## src/rtl/mux16_rr_feeder.sv

```systemverilog
`default_nettype none
// ============================================================================
// Module   : mux16_rr_feeder
// Brief    : Two-channel round-robin front end that drives the 16-bit 2:1 mux
//            select and registers the chosen word behind a valid/ready stage.
// Revision : 1.0 - initial release
// ============================================================================
module mux16_rr_feeder #(
    parameter int WIDTH = 16,
    parameter int CNT_W = 8
) (
    input  logic             clk,
    input  logic             rst_n,
    input  logic [WIDTH-1:0] a_data,
    input  logic             a_valid,
    output logic             a_ready,
    input  logic [WIDTH-1:0] b_data,
    input  logic             b_valid,
    output logic             b_ready,
    output logic             sel,
    output logic [WIDTH-1:0] o_data,
    output logic             o_valid,
    input  logic             o_ready,
    output logic [CNT_W-1:0] xfer_cnt
);

    logic             r_prio;
    logic             r_valid;
    logic [WIDTH-1:0] r_data;
    logic [CNT_W-1:0] r_cnt;

    logic             w_accept;
    logic             w_grant;
    logic             w_in_xfer;
    logic             w_out_hs;

    // Grant depends only on valids and state, never on data inputs.
    always_comb begin
        w_grant = r_prio;
        if (a_valid && !b_valid) begin
            w_grant = 1'b0;
        end else if (b_valid && !a_valid) begin
            w_grant = 1'b1;
        end
    end

    assign w_accept  = !r_valid || o_ready;
    assign w_in_xfer = w_accept && (w_grant ? b_valid : a_valid);
    assign w_out_hs  = r_valid && o_ready;

    assign sel      = w_grant;
    assign a_ready  = w_accept && !w_grant;
    assign b_ready  = w_accept &&  w_grant;
    assign o_data   = r_data;
    assign o_valid  = r_valid;
    assign xfer_cnt = r_cnt;

    always_ff @(posedge clk or negedge rst_n) begin
        if (!rst_n) begin
            r_prio  <= 1'b0;
            r_valid <= 1'b0;
            r_data  <= '0;
            r_cnt   <= '0;
        end else begin
            if (w_in_xfer) begin
                r_data  <= w_grant ? b_data : a_data;
                r_valid <= 1'b1;
                r_prio  <= !w_grant;
            end else if (w_out_hs) begin
                r_valid <= 1'b0;
            end
            if (w_out_hs) begin
                r_cnt <= r_cnt + CNT_W'(1);
            end
        end
    end

endmodule
`default_nettype wire
```

## config.mk

```make
export PLATFORM = sky130hd
export DESIGN_NAME = mux16_rr_feeder
export DESIGN_NICKNAME = d
export VERILOG_FILES = /design/src/rtl/mux16_rr_feeder.sv
export SDC_FILE = /design/constraint.sdc
export NUM_CORES = 1
export LEC_CHECK = 0
export ABC_AREA = 0
export CAP_MARGIN = 20
export CORE_MARGIN = 5
export CORE_UTILIZATION = 28
export CTS_CLUSTER_SIZE = 24
export DETAILED_ROUTE_END_ITERATION = 10
export GPL_TIMING_DRIVEN = 0
export SYNTH_ARGS = -nofsm -noshare
export SYNTH_HDL_FRONTEND = slang
export SYNTH_SLANG_ARGS = --single-unit
```

## constraint.sdc

```tcl
create_clock -name clk -period 1.6 [get_ports clk]
set_input_delay 0.32 -clock clk [delete_from_list [all_inputs] [get_ports clk]]
set_output_delay 0.32 -clock clk [all_outputs]
set_load 0.05 [all_outputs]
```

Word-level counts from Yosys, hierarchy flattened
Index checks and enable logic that the tools add are counted.
W data, S select, Z words.
Cells by class
  add/sub/neg operators: 1
  multiplexer cells: 6
  reduce and logical (&&, ||, !) cells: 12
Operators by type and width (count)
  $mux W16: 1
  $add A8 B1 Y8 const B: 1
  $logic_and A1 B1 Y1: 6
  $mux W1: 5
  $logic_not A1 Y1: 4
  $reduce_bool A2 Y1: 1
  $logic_or A1 B1 Y1: 1
Storage, ports and cells
  register bits after elaboration: 26
  output and inout port bits: 28
  logic and storage cells: 23

Longest topological paths before layout
Gate-level depths: netlist of the first run.
  depth after elaboration: 7
  gate-level depth with buffers: 5
  depth with buffers taken out: 3

Worst setup path after synthesis of the first run
Ideal clock, no wire load.
  path type: flip-flop to output port
  start point: register r_valid, in the netlist o_valid
  end point: output port a_ready
  arrival: 1749 ps
  slack: -469 ps
  stages on the path, launching flop included: 5
  path through: dfrtp_1 -> nor2b_1 -> clkbuf_1 -> buf_4 -> nor2_1
Between the ends
  cells in the longest elaborated chain, start to end: 3
RTL lines
  from (decl): line 28  | logic r_valid;
  from (signal assigned): line 61  | r_valid <= 1'b0;
  from (signal assigned): line 67  | r_valid <= 1'b1;
  from (signal assigned): line 70  | r_valid <= 1'b0;
  $logic_not A1 Y1: line 47  | assign w_accept = !r_valid || o_ready;
  $logic_or A1 B1 Y1: line 47
  $logic_and A1 B1 Y1: line 52  | assign a_ready = w_accept && !w_grant;
  to (decl): line 16  | output logic a_ready,
Every way passes these cells.

Final worst setup path of the first run
  start point: register r_prio
  end point: output port b_ready
Between the ends
  cells in the longest elaborated chain, start to end: 3
RTL lines
  from (decl): line 27  | logic r_prio;
  from (signal assigned): line 68  | r_prio <= !w_grant;
  $mux W1: line 42  | end else if (b_valid && !a_valid) begin
  $mux W1: line 40  | if (a_valid && !b_valid) begin
  $logic_and A1 B1 Y1: line 53  | assign b_ready = w_accept && w_grant;
  to (decl): line 19  | output logic b_ready,
Every way passes these cells.

==> impl_metrics.json, run 1 <==
{
  "violations": "negative setup slack",
  "fin_skew_ps": 1.336,
  "relSlewSlack": 0.5737,
  "grt_pass1_wl_um": 7534,
  "die_y_um": 80.65,
  "yosysSeqAreaShare": 0.4655,
  "startpoint": "r_prio$_DFFE_PN0P_",
  "crit_family": "flip-flops",
  "power.leakage_nw": 0.9577,
  "gp_congestion": 0.7887,
  "dp.cells": 267,
  "setup_viol": 2,
  "root_buffer": "clkbuf_8",
  "ys_types": 26,
  "die_x_um": 80.65,
  "dieArea_um2": 6504,
  "syn_nets": 175,
  "crit_fanout": 4,
  "layout_common_cells": "clkdlybuf4s50_1, o2111ai_1, dfrtp_1",
  "endpoint_kind": "primary output",
  "hold_buffers": 0,
  "finalInstanceArea_um2": 2223,
  "drive_gt1_frac": 0.1722,
  "worst_pin_slew_ps": 637.4,
  "grt_max_degree": 20,
  "cts-htree-levels": 1,
  "synth_edf_count": 0,
  "cp.depth": 3,
  "insertion_delay_ps": 270,
  "place_area_um2": 2130,
  "cts_buffers": 3,
  "grt_pass1_vias": 1488,
  "critPathKind": "reg -> out",
  "hpwl_um": 3336,
  "start_util": 0.2920,
  "clockBufferDepth": 2,
  "drt_iter0_drc": 71,
  "drt-pass1-iter-count": 4,
  "start_kind": "flop",
  "fin_cells": 276,
  "netlist_area_um2": 1398,
  "slowest_stage": "dfrtp_1",
  "rsz0062_at_grt": "true",
  "io_pins": 65,
  "nets": 248,
  "layout_commonest_cell": "clkdlybuf4s50_1",
  "syn2layout_area_growth_pct": 59.09,
  "num_vias": 1443,
  "cts_tree": "yes",
  "synth_seq_cells": 26,
  "finalPower_w": 0.002677,
  "critPathArrivalTime_ps": 1380,
  "ant_nets": 0,
  "hp-class": "in -> reg",
  "rows": 25,
  "avgViaCountPerCell": 5.228,
  "r2r_end": "o_data[12]$_DFFE_PN0P_",
  "clk_pin_slew_ps": 90,
  "r2r-start": "r_prio$_DFFE_PN0P_",
  "yosys.area.top_type": "dfrtp_1",
  "max_stage_delay_ps": 410,
  "drv_slew": 0,
  "remaining_drc_errors": 0,
  "reg2reg_depth": 6,
  "finalCritPeriodShare": 1.062,
  "io_buffers": 62,
  "core_area_um2": 4786,
  "path_buf_inv": 1,
  "power_density_nw_per_um2": 1204,
  "antennaDiodeCount": 0,
  "fin_crit_ps": 1700,
  "status": "complete, but fails checks",
  "wl_um": 4515,
  "ir_worst_vdd_mv": 0.4931,
  "globalRouteTotalUtil": 0.1469,
  "fin_ws_ps": -99.50,
  "synthCells": 137,
  "ys_warn_count": 0,
  "maxCapViolCount": 0,
  "finalHoldViolations": 0,
  "syn_area_per_cell_um2": 10.20,
  "clkSinkCount": 26,
  "endpoint": "b_ready",
  "grt_overflow": 0,
  "async_flop_share": 1.000,
  "synth_top_cell_area_share": 0.4655,
  "wl_per_cell_um": 16.36,
  "crit_chain": "maj3_4 -> and2_4 -> buf_8",
  "fmax_mhz": 588.4,
  "hold_ws_ps": 359.6,
  "setup_tns_ps": -133.4,
  "synth-main-ff-cell": "dfrtp_1",
  "antenna_found_initial": 0,
  "required_ps": 1280,
  "synth_area_leaders": "dfrtp_1, o2111ai_1, nand3_1",
  "r2r_slack_ps": 190
}
==> layout make-up <==
class | instances | area (um2)
Clock buffer | 4 | 45.04
Buffer | 14 | 86.33
Tap cell | 67 | 83.83
Sequential cell | 26 | 651.9
Multi-Input combinational cell | 91 | 665.6
Inverter | 3 | 13.76
Timing Repair Buffer | 71 | 676.9
Fill cell | 487 | 2562
==> worst min-delay path by stage <==
stage / start / endpoint / cells after the start
after global routing: a_valid / o_data[14]$_DFFE_PN0P_ / 3
after detailed placement: xfer_cnt[7]$_DFFE_PN0P_ / xfer_cnt[7]$_DFFE_PN0P_ / 1
final: a_valid / o_data[3]$_DFFE_PN0P_ / 3
after floorplan: rst_n / o_data[0]$_DFFE_PN0P_ / 0
after CTS: a_valid / o_data[3]$_DFFE_PN0P_ / 3
after global placement: xfer_cnt[7]$_DFFE_PN0P_ / xfer_cnt[7]$_DFFE_PN0P_ / 1
==> cell usage after synthesis (2+ instances only) <==
library cell,number
nand3_1,16
dfrtp_1,26
clkbuf_1,5
o21ai_0,10
buf_2,10
xor2_1,2
xnor2_1,5
o21ai_1,7
and3_1,2
nand2_1,3
o2111ai_1,32
inv_2,2
and2_1,2
nand4_1,3
==> cell families (layout without fill, tap and decap cells) <==
kind of cell               count (synthesis)  count (layout)  synth area share
AOI/OAI and AO/OA                         50              50            0.2704
xor gates and xnor gates                   7               7           0.04387
adders and majority gates                  2               2           0.01701
buffers and inverters                     20              92           0.07252
DFF                                       26              26            0.4655
muxes                                      1               1          0.008057
and+or+nand+nor                           31              31            0.1227
==> power breakdown <==
| part | switching, W | internal (W) | total (W) |
|---|---|---|---|
| Clock | 0.000209 | 0.000178 | 0.000387 |
| Sequential | 0.000131 | 0.000813 | 0.000944 |
| Combinational | 0.000907 | 0.000438 | 0.00135 |
==> layer usage <==
| layer | up-vias | wire length, um | GRT usage |
|---|---|---|---|
| li1 | 691 | - | - |
| met1 | 688 | 2030 | 0.1941 |
| met2 | 62 | 2059 | 0.2326 |
| met3 | 2 | 406 | 0.04596 |
| met4 | 0 | 19 | 0.03547 |
| met5 | - | 0 | 0 |
==> tightest hold or removal path, cell delays in order <==
cell and delay, ps:
buf_6 120, o2111ai_1 70, nand3_1 70
==> metrics by stage <==
step / utilization / worst slack [ps]
floorplan: - / -9.639
global placement: 0.4418 / -1022
detailed placement: 0.4450 / -1001
CTS: 0.4539 / -188.4
global route: 0.4646 / -141.3
finish: 0.4646 / -99.50
==> registers in the layout (all words and copies together) (netlist names) <==
name	cells
r_prio	1
xfer_cnt	8
o_valid	1
o_data	16
==> repair_timing <==
item | in CTS | in global routing
buffers inserted | 2 | 6
setup endpoints to repair | 28 | 6
gates resized for setup | 53 | 9
pin swaps | 1 | 2
Power figures use the tool's default switching activity.
==> run 2, diff against run 1 <==
--- a/config.mk
+++ b/config.mk
@@ -14,2 +14,3 @@
 export GPL_TIMING_DRIVEN = 0
+export SLEW_MARGIN = 10
 export SYNTH_ARGS = -nofsm -noshare
==> constraint.sdc (replaced) <==
create_clock -name clk -period 1.6 [get_ports clk]
set_input_delay 0.16 -clock clk [delete_from_list [all_inputs] [get_ports clk]]
set_output_delay 0.16 -clock clk [all_outputs]
set_load 0.05 [all_outputs]
==> run 2 against run 1 <==
The flow now finishes without violations; non-clock buffer count down 5; clock skew grew 8.0 ps; combinational power about the same; sequential cell count unchanged; clock power down 6.2%; total power shrank 1.8%; critical endpoint unchanged; register-to-register slack better by 70 ps.
==> impl_metrics.json, run 2 (synthesis gave the netlist of run 1 again) <==
{
  "status": "completed",
  "crit_fanout": 16,
  "required_ps": 1440,
  "die_y_um": 80.65,
  "grt_max_degree": 17,
  "root_buffer": "clkbuf_8",
  "clockBufferDepth": 2,
  "reg2reg_depth": 4,
  "power_density_nw_per_um2": 1202,
  "start_util": 0.2920,
  "finalInstanceArea_um2": 2187,
  "drt-pass1-iter-count": 4,
  "fin_skew_ps": 9.368,
  "hold_depth": 3,
  "ant_nets": 0,
  "layout_common_cells": "clkdlybuf4s50_1, o2111ai_1, dfrtp_1",
  "avgViaCountPerCell": 5.215,
  "core_area_um2": 4786,
  "critPathArrivalTime_ps": 1380,
  "grt_pass1_vias": 1447,
  "relSlewSlack": 0.4676,
  "die_x_um": 80.65,
  "insertion_delay_ps": 270,
  "wl_per_cell_um": 16.48,
  "start_kind": "primary input",
  "internal_power_w": 0.001409,
  "setup_viol": 0,
  "gp_congestion": 0.7693,
  "p_comb_frac": 0.504,
  "hpwl_um": 3318,
  "fin_cells": 270,
  "io_buffers": 62,
  "place_area_um2": 2126,
  "finalCritPeriodShare": 0.9602,
  "switching_share": 0.4638,
  "cts-htree-levels": 1,
  "drv_slew": 0,
  "maxCapViolCount": 0,
  "dieArea_um2": 6504,
  "fin_crit_ps": 1536,
  "antennaDiodeCount": 0,
  "endpoint_kind": "primary output",
  "globalRouteTotalUtil": 0.1444,
  "layout_commonest_cell": "clkdlybuf4s50_1",
  "p_sw_w": 0.001219,
  "cts_tree": "yes",
  "finalHoldViolations": 0,
  "syn2layout_area_growth_pct": 56.49,
  "fmax_mhz": 650.9,
  "clkPwrFrac": 0.138,
  "power.leakage_nw": 0.9887,
  "clk_pin_slew_ps": 90,
  "clkSinkCount": 26,
  "io_pins": 65,
  "worst_pin_slew_ps": 796.1,
  "remaining_drc_errors": 0,
  "nets": 243,
  "wl_um": 4450,
  "num_vias": 1408,
  "grt_pass1_wl_um": 7348,
  "utilization": 0.4570,
  "critPathKind": "in -> out",
  "power_frac_seq": 0.358,
  "drt_iter0_drc": 61,
  "drive_gt1_frac": 0.1429,
  "ir_worst_vdd_mv": 0.6022,
  "cts_buffers": 3,
  "grt_overflow": 0,
  "dp.cells": 267,
  "hp-class": "in -> reg",
  "antenna_found_initial": 0,
  "largest_register_ffs": 16,
  "rows": 25
}
run 2: per-stage QoR:
step	total power [W]	setup slack (ps)	hold slack, ps	TNS [ps]
finish	0.002628	63.72	203.1	0
detailed placement	0.002365	-720.5	457.7	-1819
global placement	0.002350	-703.8	458.4	-3046
global route	0.002784	-3.076	201.5	-3.076
floorplan	0.001827	74.85	-135.6	0
CTS	0.002665	0.3509	200.8	0
run 2: power groups by stage:
| stage | Combinational (W) | Clock (W) | Sequential [W] |
|---|---|---|---|
| finish | 0.00133 | 0.000363 | 0.000940 |
| detailed placement | 0.00141 | 0 | 0.000959 |
| CTS | 0.00135 | 0.000375 | 0.000944 |
| global route | 0.00141 | 0.000407 | 0.000971 |
| global placement | 0.00140 | 0 | 0.000955 |
| floorplan | 0.000361 | 0 | 0.00147 |
run 2: final timing paths:
check	start	to	slack, ps
max	o_ready	b_ready	60
min	a_valid	o_data[0]$_DFFE_PN0P_	200
max reg2reg	r_prio$_DFFE_PN0P_	o_data[7]$_DFFE_PN0P_	260
min reg2reg	xfer_cnt[7]$_DFFE_PN0P_	xfer_cnt[7]$_DFFE_PN0P_	460
max in group asynchronous	rst_n	xfer_cnt[3]$_DFFE_PN0P_	700
min in group asynchronous	rst_n	o_data[3]$_DFFE_PN0P_	350
run 2: layout make-up:
class / count / area (um2)
fillers: 480 / 2599
multi-input cells: 91 / 663.1
repair buffers: 66 / 654.4
flip-flops and latches: 26 / 650.6
well taps: 67 / 83.83
plain buffers: 14 / 80.08
clock buffers: 3 / 41.29
inverters: 3 / 13.76
run 2: layer usage:
layer	share of wire	GRT usage
met4	0.0043	0.03041
met3	0.081	0.03812
met1	0.49	0.2047
met5	0	0
met2	0.43	0.2194
run 2: critical path, cell delays in order:
cell             delay, ps
clkdlybuf4s50_1        560
nand2b_1               130
buf_4                  210
and2_4                 170
buf_6                  150
run 2: repair_timing:
| action | 4_1_cts | 5_1_grt |
|---|---|---|
| setup buffers | 2 | 1 |
| pin swaps | 1 | 2 |
| hold buffers | 0 | 0 |
| endpoints found under the setup margin | 21 | 9 |
| resized for setup | 43 | 12 |
| endpoints found under the hold margin | 0 | 0 |
| cloned | 0 | 0 |
